`src/rtl/player_motion_controller_if.sv`:
```
// Bundles the per-frame control inputs and player status outputs of the
// player motion controller so producer and consumer share one port.
interface player_motion_controller_if;
  logic       frame_tick;
  logic       key_left;
  logic       key_right;
  logic       key_jump;
  logic [9:0] PlayerX;
  logic [9:0] PlayerY;
  logic       moving;
  logic       playerDirection;
  logic       airborne;
  logic [1:0] jump_state;

  // Keyboard/frame side: drives the requests, observes the player status.
  modport master (
    output frame_tick, key_left, key_right, key_jump,
    input  PlayerX, PlayerY, moving, playerDirection, airborne, jump_state
  );

  // Controller side: consumes the requests, produces the player status.
  modport slave (
    input  frame_tick, key_left, key_right, key_jump,
    output PlayerX, PlayerY, moving, playerDirection, airborne, jump_state
  );
endinterface

```
`src/rtl/player_motion_controller.sv`:
```
// Converts keyboard intent into player position, facing and motion status
// once per video frame: clamped horizontal walking plus a
// grounded/rising/falling jump machine with constant gravity.
module player_motion_controller #(
  parameter logic [9:0] START_X   = 10'd50,
  parameter logic [9:0] GROUND_Y  = 10'd380,
  parameter logic [9:0] X_MIN     = 10'd0,
  parameter logic [9:0] X_MAX     = 10'd596,
  parameter logic [9:0] WALK_STEP = 10'd2,
  parameter logic [5:0] JUMP_VEL  = 6'd12,
  parameter logic [5:0] GRAVITY   = 6'd1,
  parameter logic [5:0] MAX_FALL  = 6'd12
) (
  input logic                        frame_Clk,
  input logic                        Reset,
  player_motion_controller_if.slave  bus
);

  typedef enum logic [1:0] {
    GROUNDED = 2'b00,
    RISING   = 2'b01,
    FALLING  = 2'b10
  } jumpState_t;

  jumpState_t r_state;
  logic [5:0] r_vy;
  logic [9:0] r_playerX;
  logic [9:0] r_playerY;
  logic       r_direction;
  logic       r_moving;
  logic       r_airborne;
  logic       r_jumpPrev;

  jumpState_t        w_stateNext;
  logic [5:0]        w_vyNext;
  logic [9:0]        w_xNext;
  logic [9:0]        w_yNext;
  logic              w_dirNext;
  logic              w_movingNext;
  logic              w_jumpEdge;
  logic              w_walkLeft;
  logic              w_walkRight;
  logic [10:0]       w_xWide;
  logic [10:0]       w_leftLimit;
  logic [10:0]       w_xPlus;
  logic signed [10:0] w_yUp;
  logic [10:0]       w_yDown;
  logic [5:0]        w_vyDec;
  logic [6:0]        w_vnSum;
  logic [5:0]        w_vn;

  assign w_jumpEdge  = bus.key_jump & ~r_jumpPrev;
  assign w_walkLeft  = bus.key_left & ~bus.key_right;
  assign w_walkRight = bus.key_right & ~bus.key_left;

  // Widened arithmetic so neither clamping nor vertical motion can wrap.
  assign w_xWide     = {1'b0, r_playerX};
  assign w_leftLimit = {1'b0, X_MIN} + {1'b0, WALK_STEP};
  assign w_xPlus     = w_xWide + {1'b0, WALK_STEP};
  assign w_yUp       = $signed({1'b0, r_playerY}) - $signed({5'b0, r_vy});
  assign w_vyDec     = r_vy - GRAVITY;
  assign w_vnSum     = {1'b0, r_vy} + {1'b0, GRAVITY};
  assign w_vn        = (w_vnSum > {1'b0, MAX_FALL}) ? MAX_FALL : w_vnSum[5:0];
  assign w_yDown     = {1'b0, r_playerY} + {5'b0, w_vn};

  // Next-state logic: jump machine, clamped walking and the moving flag.
  always_comb begin
    w_stateNext  = r_state;
    w_vyNext     = r_vy;
    w_yNext      = r_playerY;
    w_xNext      = r_playerX;
    w_dirNext    = r_direction;
    w_movingNext = 1'b0;

    case (r_state)
      GROUNDED: begin
        if (w_jumpEdge) begin
          w_stateNext = RISING;
          w_vyNext    = JUMP_VEL;
        end else begin
          w_yNext = GROUND_Y;
        end
      end
      RISING: begin
        if (w_yUp < 0) begin
          w_yNext     = 10'd0;
          w_vyNext    = 6'd0;
          w_stateNext = FALLING;
        end else begin
          w_yNext = w_yUp[9:0];
          if (w_vyDec == 6'd0) begin
            w_vyNext    = 6'd0;
            w_stateNext = FALLING;
          end else begin
            w_vyNext = w_vyDec;
          end
        end
      end
      FALLING: begin
        if (w_yDown >= {1'b0, GROUND_Y}) begin
          w_yNext     = GROUND_Y;
          w_vyNext    = 6'd0;
          w_stateNext = GROUNDED;
        end else begin
          w_yNext  = w_yDown[9:0];
          w_vyNext = w_vn;
        end
      end
      default: begin
        w_stateNext = GROUNDED;
        w_vyNext    = 6'd0;
        w_yNext     = GROUND_Y;
      end
    endcase

    if (w_walkLeft) begin
      w_dirNext = 1'b1;
      w_xNext   = (w_xWide < w_leftLimit) ? X_MIN : (r_playerX - WALK_STEP);
    end else if (w_walkRight) begin
      w_dirNext = 1'b0;
      w_xNext   = (w_xPlus > {1'b0, X_MAX}) ? X_MAX : w_xPlus[9:0];
    end

    w_movingNext = (w_walkLeft | w_walkRight) & (w_stateNext == GROUNDED);
  end

  // State and output registers advance once per frame tick; reset wins.
  always_ff @(posedge frame_Clk) begin
    if (Reset) begin
      r_state     <= GROUNDED;
      r_vy        <= 6'd0;
      r_playerX   <= START_X;
      r_playerY   <= GROUND_Y;
      r_direction <= 1'b0;
      r_moving    <= 1'b0;
      r_airborne  <= 1'b0;
      r_jumpPrev  <= 1'b0;
    end else if (bus.frame_tick) begin
      r_state     <= w_stateNext;
      r_vy        <= w_vyNext;
      r_playerX   <= w_xNext;
      r_playerY   <= w_yNext;
      r_direction <= w_dirNext;
      r_moving    <= w_movingNext;
      r_airborne  <= (w_stateNext != GROUNDED);
      r_jumpPrev  <= bus.key_jump;
    end
  end

  assign bus.PlayerX         = r_playerX;
  assign bus.PlayerY         = r_playerY;
  assign bus.moving          = r_moving;
  assign bus.playerDirection = r_direction;
  assign bus.airborne        = r_airborne;
  assign bus.jump_state      = r_state;

endmodule

```
`src/flat_wrapper.sv`:
```
// flat-port wrapper written by rule: the top's interface ports become plain ports
module player_motion_controller_flat 
#(
  parameter logic [9:0] START_X   = 10'd50,
  parameter logic [9:0] GROUND_Y  = 10'd380,
  parameter logic [9:0] X_MIN     = 10'd0,
  parameter logic [9:0] X_MAX     = 10'd596,
  parameter logic [9:0] WALK_STEP = 10'd2,
  parameter logic [5:0] JUMP_VEL  = 6'd12,
  parameter logic [5:0] GRAVITY   = 6'd1,
  parameter logic [5:0] MAX_FALL  = 6'd12
)
  (frame_Clk, Reset, bus_frame_tick, bus_key_left, bus_key_right, bus_key_jump, bus_PlayerX, bus_PlayerY, bus_moving, bus_playerDirection, bus_airborne, bus_jump_state);
  player_motion_controller_if bus_i ();
  input logic frame_Clk;
  input logic Reset;
  input wire logic [$bits(bus_i.frame_tick)-1:0] bus_frame_tick;
  input wire logic [$bits(bus_i.key_left)-1:0] bus_key_left;
  input wire logic [$bits(bus_i.key_right)-1:0] bus_key_right;
  input wire logic [$bits(bus_i.key_jump)-1:0] bus_key_jump;
  output wire logic [$bits(bus_i.PlayerX)-1:0] bus_PlayerX;
  output wire logic [$bits(bus_i.PlayerY)-1:0] bus_PlayerY;
  output wire logic [$bits(bus_i.moving)-1:0] bus_moving;
  output wire logic [$bits(bus_i.playerDirection)-1:0] bus_playerDirection;
  output wire logic [$bits(bus_i.airborne)-1:0] bus_airborne;
  output wire logic [$bits(bus_i.jump_state)-1:0] bus_jump_state;
  assign bus_i.frame_tick = bus_frame_tick;
  assign bus_i.key_left = bus_key_left;
  assign bus_i.key_right = bus_key_right;
  assign bus_i.key_jump = bus_key_jump;
  assign bus_PlayerX = bus_i.PlayerX;
  assign bus_PlayerY = bus_i.PlayerY;
  assign bus_moving = bus_i.moving;
  assign bus_playerDirection = bus_i.playerDirection;
  assign bus_airborne = bus_i.airborne;
  assign bus_jump_state = bus_i.jump_state;
  player_motion_controller #(.START_X(START_X), .GROUND_Y(GROUND_Y), .X_MIN(X_MIN), .X_MAX(X_MAX), .WALK_STEP(WALK_STEP), .JUMP_VEL(JUMP_VEL), .GRAVITY(GRAVITY), .MAX_FALL(MAX_FALL)) u_core (.frame_Clk(frame_Clk), .Reset(Reset), .bus(bus_i));
endmodule
```
`config.mk`:
```
export PLATFORM = sky130hd
export DESIGN_NAME = player_motion_controller_flat
export DESIGN_NICKNAME = d
export VERILOG_FILES = /design/src/rtl/player_motion_controller_if.sv /design/src/rtl/player_motion_controller.sv /design/src/flat_wrapper.sv
export SDC_FILE = /design/constraint.sdc
export NUM_CORES = 1
export LEC_CHECK = 0
export CAP_MARGIN = 20
export CORE_MARGIN = 1.5
export CORE_UTILIZATION = 60
export DETAILED_ROUTE_END_ITERATION = 10
export DONT_BUFFER_PORTS = 1
export PLACE_DENSITY = 0.76
export SLEW_MARGIN = 20
export SYNTH_ARGS = -nofsm -noshare
export SYNTH_HDL_FRONTEND = slang
export SYNTH_SLANG_ARGS = --single-unit
```
`constraint.sdc`:
```
create_clock -name frame_Clk -period 8.1 [get_ports frame_Clk]
set_input_delay 1.62 -clock frame_Clk [delete_from_list [all_inputs] [get_ports frame_Clk]]
set_output_delay 1.62 -clock frame_Clk [all_outputs]
set_load 0.02 [all_outputs]
```
Word level (Yosys, flattened, before mapping)
Cells that the tools add are included.

storage, ports and cells
  register bits = 32
  input port bits = 6
  output and inout port bits = 25

cells by class
  add/subtract/negate cells = 6
  $lt $le $gt $ge = 5
  equal/unequal tests = 4
  multiplexer cells = 21
  bitwise logic cells = 8
  reductions and logical operators = 8

operators by type and width
  operator                                                                               count
  10-bit two-way mux                                                                     7
  6-bit two-way mux                                                                      5
  10-bit one-hot mux with 3 select lines                                                 1
  6-bit one-hot mux with 3 select lines                                                  1
  10-bit by 2-bit adder with 11-bit output (second input constant)                       1
  10-bit by 6-bit adder with 11-bit output                                               1
  11-bit by 9-bit greater-or-equal comparator with 1-bit output (second input constant)  1
  11-bit by 10-bit > comparator with 1-bit output (second input constant)                1
  11-bit by 1-bit less-than comparator with 1-bit output (second input constant)         1
  10-bit by 6-bit subtractor with 11-bit output                                          1
  10-bit by 2-bit less-than comparator with 1-bit output (second input constant)         1
  10-bit by 2-bit subtractor with 10-bit output (second input constant)                  1
  2-bit two-way mux                                                                      4
  6-bit by 1-bit adder with 7-bit output (second input constant)                         1
  7-bit by 4-bit > comparator with 1-bit output (second input constant)                  1
  6-bit logical NOT                                                                      1
  2-bit one-hot mux with 3 select lines                                                  1
  2-bit AND reduction                                                                    3
  6-bit by 1-bit subtractor with 6-bit output (second input constant)                    1
  1-bit AND                                                                              4
  2-bit logical NOT                                                                      2
  2-bit nonzero test                                                                     2
  1-bit inverter                                                                         3
  2-bit by 1-bit == test with 1-bit output (second input constant)                       1
  other kinds (5)                                                                        6

Longest topological paths before layout
Gate-level depths: netlist (run 1).

  depth in word-level cells = 9
  depth in mapped cells = 17
  depth with buffers taken out = 16

Worst setup path before layout (run 1)
No wires, ideal clock.

  path type = register to register
  from = register u_core.r_vy[2]
  to = register u_core.r_moving, in the netlist u_core.bus.moving
  setup time = 0.116 ns
  arrival time = 3.720 ns
  required time = 7.984 ns
  path slack = 4.264 ns
  cell stages (with the launch flop) = 18
  cell sequence = dfxtp_1 > clkbuf_1 > nand3_1 > a21oi_1 > a211oi_1 > o21ai_0 > a21oi_1 > ha_1 > fa_1 > a21o_2 > a221oi_4 > nand4_1 > o311ai_1 > and3_1 > buf_6 > a21oi_2 > o32a_2 > a31o_1

between the ends
  longest elaborated chain between the ends = 9
  elaborated cells between the ends (all ways) = 15
  those cells by class = add/sub (4); order compare (3); mux (5); bitwise (1); reduce/logical (2)

RTL lines
  element                                                        RTL line                         source
  start, declared                                                player_motion_controller.sv:26   logic [5:0] r_vy;
  start signal, assigned                                         player_motion_controller.sv:140  r_vy <= w_vyNext;
  6-bit by 1-bit adder with 7-bit output                         player_motion_controller.sv:62   assign w_vnSum = {1'b0, r_vy} + {1'b0, GRAVITY};
  7-bit by 4-bit > comparator with 1-bit output                  player_motion_controller.sv:63   assign w_vn = (w_vnSum > {1'b0, MAX_FALL}) ? MAX_FALL : w_vnSum[5:0];
  6-bit two-way mux                                              player_motion_controller.sv:63
  10-bit by 6-bit adder with 11-bit output                       player_motion_controller.sv:64   assign w_yDown = {1'b0, r_playerY} + {5'b0, w_vn};
  11-bit by 9-bit greater-or-equal comparator with 1-bit output  player_motion_controller.sv:100  if (w_yDown >= {1'b0, GROUND_Y}) begin
  2-bit two-way mux                                              player_motion_controller.sv:100
  2-bit one-hot mux with 3 select lines (*)                      player_motion_controller.sv:75   case (r_state)
  2-bit logical NOT (*)                                          player_motion_controller.sv:124  w_movingNext = (w_walkLeft | w_walkRight) & (w_stateNext == GROUNDED);
  1-bit AND (*)                                                  player_motion_controller.sv:124
  end signal, assigned                                           player_motion_controller.sv:144  r_moving <= w_movingNext;
  end, declared                                                  player_motion_controller.sv:30   logic r_moving;

Mark *: on every way between the ends. The rest lies on a longest branch, timed or not.
A chain may end at the register's enable or synchronous reset.

Worst setup path in the final report (run 1)
  from = register u_core.r_vy[0]
  to = register u_core.r_moving, in the netlist u_core.bus.moving

Same word-level chain as after synthesis.

==> metrics.txt, run 1 <==
Yosys warnings=0; hpwl dp=5480 µm; worst slew pin tran=between 0.8 and 0.9 ns; GR Overflow Total=0; vias=2987; GRT Util Overall=29.1%; Req. time, crit path=between 8 and 9 ns; count of cell types in the netlist=72; Period minus WS final=approximately 4.5 ns; Fmax=223 MHz; port bufs=0; nets=418; # rows=25; I/O Pins=31; CP Buf/Inv Count=0; WL met3=between 500 and 600 µm; vias in the first global route=between 2000 and 3000; diodes inserted=0; post-route clock skew=0.00698 ns; largest net degree at the start of global routing=23; worst hold-check slack=slightly above 0.5 ns; Seq cells post-synth=31; Via density=6.55; path type of the worst min-delay path=reg2reg; P&R area growth vs syn=2.77%; worst-path fanout max=9; Fin. Hold Viols=0; final worst path period share=around 55%; CP arrival=between 4 and 5 ns; initial core utilization=between 60% and 70%; layout cells sized above 1=between 6 and 7%; initial antenna violation count=0; chip width=73.5 µm; critical path's largest stage delay=0.49 ns; final wirelength=7470 µm; crit-path leading delay family=compound AO/OA/AOI/OAI gates; Worst path most repeated cell=a21oi_1; final setup vio count=0; starting DRC count in detailed routing=around 330; CTS Sinks=31; TritonCTS clock tree=done; Pleak=around 1.1 nW; die height=around 74 µm; DRC errors left=0; post-cts resize count=0; Synth Instances=~400; status=finished clean; Max-cap violations=0; CP max-delay cell=dfxtp_1; Detail Route Antenna Nets=0; Hold Path Origin=u_core.r_jumpPrev; CP cell instances=nand3_1 -> a21oi_1 -> a211oi_1 -> o21ai_0 -> a21oi_1 -> ha_1 -> fa_1 -> a21o_2 -> a221oi_4 -> nand4_1 -> o311ai_1 -> and3_1 -> a21oi_2 -> o32a_2 -> a31o_1; power per standard cell area=~150 nW/µm²; Core ar.=about 4800 µm²; R2R Path Start=u_core.r_vy[0]; Synth Flop Type=dfxtp_1; Reg clk slew, reported paths=around 0.070 ns; syn_area_per_cell=7.40 µm²; TNS Setup=0 ns; Post-synth EDFFs=0; Crit Path Class=reg2reg; Skew-Pair Late Insertion Delay=0.30 ns; 1st-pass router iterations=7; CTS Buf Count=5; die area=around 5400 µm²; Seq/Total Area, Yosys=a little over 20%; max layer used=met4; final slew viol count=0; Met2 Wirelength=3260 µm; CTS H-Tree Depth=2; asr flop ratio synth=0%; clock root buffer=clkbuf_8; Post-Synthesis Cell Area=2980 µm²; max_slew headroom=between 40% and 50%; Worst IR Drop VDD=approximately 0.1 mV; CTS hold repair buffers=0; met1 wire length=approximately 3600 µm; clock tree buffer depth=2; Wirelength per Cell=approximately 16 µm; RePlAce Congestion=a little under 1; first-pass GRT wire length=between 10000 and 15000 µm; Critical path origin=u_core.r_vy[0]; RSZ-0062 raised after global routing=false; crit end category=flop; Post-CTS Setup Bufs=0; Worst Setup Start Kind=flop
## routing by layer
| metal | vias up | global-route usage (%) |
|---|---|---|
| li1 | 1452 | - |
| met1 | 1386 | 42.5 |
| met2 | 135 | 42.8 |
| met3 | 14 | 4.94 |
| met4 | 0 | 10.5 |
| met5 | - | 0 |
## through the flow
stage,power (W),utilization (%),instances,setup slack [ns],area [µm²]
after CTS,0.000447,64.5,456,3.69,3070
after global placement,0.000304,62.3,448,3.96,2960
final,0.000449,64.5,456,3.61,3070
after detailed placement,0.000307,62.3,448,3.73,2960
after floorplan,0.000286,-,405,4.26,2990
after global routing,0.000471,64.5,456,3.33,3070
## flip-flops by register name, indices dropped and copies added, names as in the netlist
signal,flops
u_core.bus.airborne,1
u_core.bus.PlayerX,9
u_core.bus.PlayerY,10
u_core.bus.jump_state,2
u_core.bus.playerDirection,1
u_core.r_jumpPrev,1
u_core.bus.moving,1
u_core.r_vy,6
## power breakdown
group	total, W	switching, W	internal, W
clock network	0.000142	0.0000649	0.0000773
registers	0.000178	0.0000187	0.000159
logic	0.000129	0.0000790	0.0000498
total	0.000449	0.000163	0.000286
## cells in the mapped netlist (3+ instances only)
master,number,area share (%)
and3_1,5,1.0
nor3b_1,4,1.0
ha_1,22,9.2
nand4_1,8,1.7
nand2_1,32,4.0
or3_1,5,1.0
o21ai_1,12,2.0
nor3_1,21,3.5
inv_1,27,3.4
a211oi_1,6,1.5
dfxtp_1,31,21
clkbuf_1,13,1.6
buf_2,6,1.0
xnor2_1,8,2.3
xor2_1,4,1.2
o21a_1,4,1.0
nor2_1,34,4.3
nand3_1,14,2.3
nand2b_1,5,1.0
a21o_1,4,1.0
a31oi_1,9,1.9
o21ai_0,22,3.7
a21oi_1,35,5.9
o22ai_1,3,0.63
## worst register-to-register path, delay by kind of cell, from the launching register on
family                     cells  cell delay (ns)
and+or+nand+nor                3             0.86
AOI/OAI and AO/OA             10             2.33
DFF                            1             0.49
adders and majority gates      2             0.70
## path summary, 6_finish.rpt
kind | endpoint | slack (ns) | cells after the start
max reg2reg | u_core.bus.moving | 3.61 | 15
min reg2reg | u_core.r_jumpPrev | 0.52 | 2
min | u_core.r_jumpPrev | 0.52 | 2
max | u_core.bus.moving | 3.61 | 15
## cell families (layout without fill, tap and decap cells)
kind of cell	count (synthesis)	count (layout)	synth area share, %
simple gates	147	147	24.8
mux	2	2	0.713
flops	31	31	20.8
compound gates	134	134	32.2
xor+xnor	12	12	3.52
buf+inv	52	36	7.30
other cells	1	3	0.126
fa+ha+maj	24	24	10.6
## cell usage in the layout, fill, tap and decap left out, drive strengths merged, types with 5 or more instances in the layout
cell type / instances
nand2: 33
a211oi: 9
nor2: 34
nand4: 8
ha: 22
and3: 6
a21o: 5
dfxtp: 31
inv: 27
a31oi: 9
xnor2: 8
a21oi: 36
nand2b: 5
nand3: 14
or3: 6
clkbuf: 7
o21ai: 34
nor3: 21
## cell type report
class,count,area (µm²)
multi-input cells,322,2150
fillers,433,1690
flip-flops and latches,31,621
inverters,28,105
clock buffers,7,96.3
well taps,67,83.8
clock inverters,1,7.51
Note: power is estimated with default switching activity, not from simulation.
==> run 2: changes to the inputs <==
Settings changed: CORE_UTILIZATION 60 to 58.
Clock period 8.1 ns to 3.88 ns, I/O delays scaled along.
==> run 2 against run 1 <==
Compared with the run above:
- core utilization is 0.27 points higher
- worst setup slack worse by 3.5 ns
- sequential power is 110% higher
- cell area is 2.4% higher
- routed wire length is 0.74% higher
- via count is 0.10% lower
- die area is 3.3% higher
- combinational power is 120% higher
- sequential cell count stayed put
- final cell count is 2.4% higher
- critical path depth is 1 higher
==> metrics.txt, run 2 (same netlist as run 1, synthesis figures left out) <==
CP arrival=3.93 ns (was 4.67 ns); Final Power=0.000908 W (was 0.000449 W); commonest non-fill, non-tap cell in the layout=a21oi_1 (unchanged); Skew-Pair Late Insertion Delay=0.29 ns (was 0.30 ns); nets=429 (was 418); clock root buffer=clkbuf_8 (unchanged); final worst path period share=96.6% (was 55.4%); final setup vio count=0 (unchanged); die area=5580 µm² (was 5410 µm²); final wirelength=7520 µm (was 7470 µm); post-route clock skew=0.00713 ns (was 0.00698 ns); initial core utilization=61.5% (was 62.8%); vias=2984 (was 2987); max_slew headroom=58.6% (was 41.7%); Layout fillers=438 (was 433); CTS H-Tree Depth=2 (unchanged); worst-path fanout max=7 (was 9); crit end category=flop (unchanged); worst slew pin tran=0.620 ns (was 0.869 ns); Via density=6.39 (was 6.55); Worst Setup Start Kind=flop (unchanged); I/O Pins=31 (unchanged); path type of the worst min-delay path=reg2reg (unchanged); vias in the first global route=2683 (was 2656); 1st-pass router iterations=5 (was 7); CTS Buf Count=5 (unchanged); die height=74.7 µm (was 73.5 µm); initial antenna violation count=0 (unchanged); hpwl dp=5620 µm (was 5480 µm); first-pass GRT wire length=12300 µm (was 12400 µm); PnR worst setup slack=0.134 ns (was 3.61 ns); Detail Route Antenna Nets=0 (unchanged); Req. time, crit path=4.06 ns (was 8.29 ns); DRC errors left=0 (unchanged); # rows=25 (unchanged); pre-CTS setup slack=0.0837 ns (was 3.73 ns); Max-cap violations=0 (unchanged); Sw Ratio=36.7% (was 36.2%); Pleak=1.16 nW (was 1.11 nW); port bufs=0 (unchanged); Switch Pwr=0.000333 W (was 0.000163 W); Reg clk slew, reported paths=0.07 ns (about the same); layout cells sized above 1=9.75% (was 6.68%); Seq pwr share=40.7% (was 39.6%); power per standard cell area=289 nW/µm² (was 146 nW/µm²); status=finished clean (unchanged); GRT Util Overall=28.5% (was 29.1%); diodes inserted=0 (unchanged); Fin. Hold Viols=0 (unchanged); RePlAce Congestion=0.970 (was 0.989); commonest non-fill, non-tap cells in the layout=35 x a21oi_1, 34 x nor2_1, 32 x nand2_1 (unchanged); Worst IR Drop VDD=0.205 mV (was 0.0974 mV); TritonCTS clock tree=done (unchanged); final slew viol count=0 (unchanged); largest net degree at the start of global routing=23 (unchanged); clock tree buffer depth=2 (unchanged); Clock power frac=27.6% (was 31.7%); Fmax=267 MHz (was 223 MHz); Core ar.=4850 µm² (was 4750 µm²); starting DRC count in detailed routing=311 (was 332); CTS hold repair buffers=0 (unchanged); number of flip-flops in the largest register=10 (unchanged); Period minus WS final=3.75 ns (was 4.49 ns); chip width=74.7 µm (was 73.5 µm); GR Overflow Total=0 (unchanged); Crit Path Class=reg2reg (unchanged); Wirelength per Cell=16.1 µm (was 16.4 µm); P_int=0.000575 W (was 0.000286 W); P&R area growth vs syn=5.24% (was 2.77%); Gate power share=31.7% (was 28.7%); CTS Sinks=31 (unchanged)
## run 2: cell count changes in the layout (fill, tap and decap cells not counted), moves of 2 or more
| cell | change |
|---|---|
| clkbuf_8 | -2 |
| clkbuf_1 | +2 |
| buf_4 | +11 |
| o21ai_1 | +2 |
| o21ai_0 | -2 |
## run 2: cell type report
type | count | area, µm² | share of cell area, %
multi-input cells | 322 | 2170 | 69.0
repair buffers | 11 | 82.6 | 2.63
flip-flops and latches | 31 | 621 | 19.8
inverters | 28 | 105 | 3.35
well taps | 67 | 83.8 | 2.67
clock buffers | 7 | 76.3 | 2.43
clock inverters | 1 | 5.00 | 0.159
## run 2: timing repair
| action | 4_1_cts | 5_1_grt |
|---|---|---|
| resized for setup | 0 | 6 |
| setup endpoints to repair | 0 | 6 |
| buffers inserted | 0 | 2 |
## run 2: worst paths after layout
check	cells after the start	end	slack [ns]	startpoint
setup / recovery	16	u_core.bus.moving	0.13	u_core.r_vy[1]
hold / removal	2	u_core.r_jumpPrev	0.52	u_core.r_jumpPrev
setup reg to reg	16	u_core.bus.moving	0.13	u_core.r_vy[1]
hold reg to reg	2	u_core.r_jumpPrev	0.52	u_core.r_jumpPrev
## run 2: worst max-delay path, stage by stage, from the launching register on
cell and delay (ns):
dfxtp_1 0.42, ha_2 0.26, nand2_1 0.08, nand2_1 0.07
o21ai_0 0.06, nand2_1 0.12, a21oi_1 0.08, ha_1 0.24
fa_1 0.43, a21o_2 0.24, a221oi_4 0.35, nand4_1 0.15
o311ai_1 0.13, and3_2 0.30, a21oi_2 0.08, o32a_2 0.40
a31o_1 0.22
## run 2: metal layers
metal	share of wire [%]	vias to the layer above	GRT usage, %	wire length [µm]
met2	43	130	41.4	3250
met3	8.1	11	4.69	607
met4	1.6	0	10.9	121
met1	47	1372	42.2	3550
li1	-	1471	-	-
met5	0	-	0	0
## run 2: power groups by stage
| stage | Sequential [W] | Combinational [W] | Clock (W) |
|---|---|---|---|
| floorplan | 0.000362 | 0.000236 | 0 |
| global placement | 0.000375 | 0.000273 | 0 |
| detailed placement | 0.000376 | 0.000278 | 0 |
| CTS | 0.000369 | 0.000279 | 0.000254 |
| global route | 0.000372 | 0.000320 | 0.000270 |
| finish | 0.000370 | 0.000288 | 0.000251 |
## run 2: metrics by stage
step | TNS [ns] | hold WS, ns | util [%] | instances | cell area (µm²)
final | 0 | 0.520 | 64.8 | 467 | 3140
after floorplan | 0 | 0.468 | - | 405 | 2990
after detailed placement | 0 | 0.504 | 62.5 | 457 | 3030
after global routing | -0.0474 | 0.547 | 64.8 | 467 | 3140
after CTS | 0 | 0.522 | 64.2 | 465 | 3110
after global placement | 0 | 0.487 | 62.5 | 457 | 3030
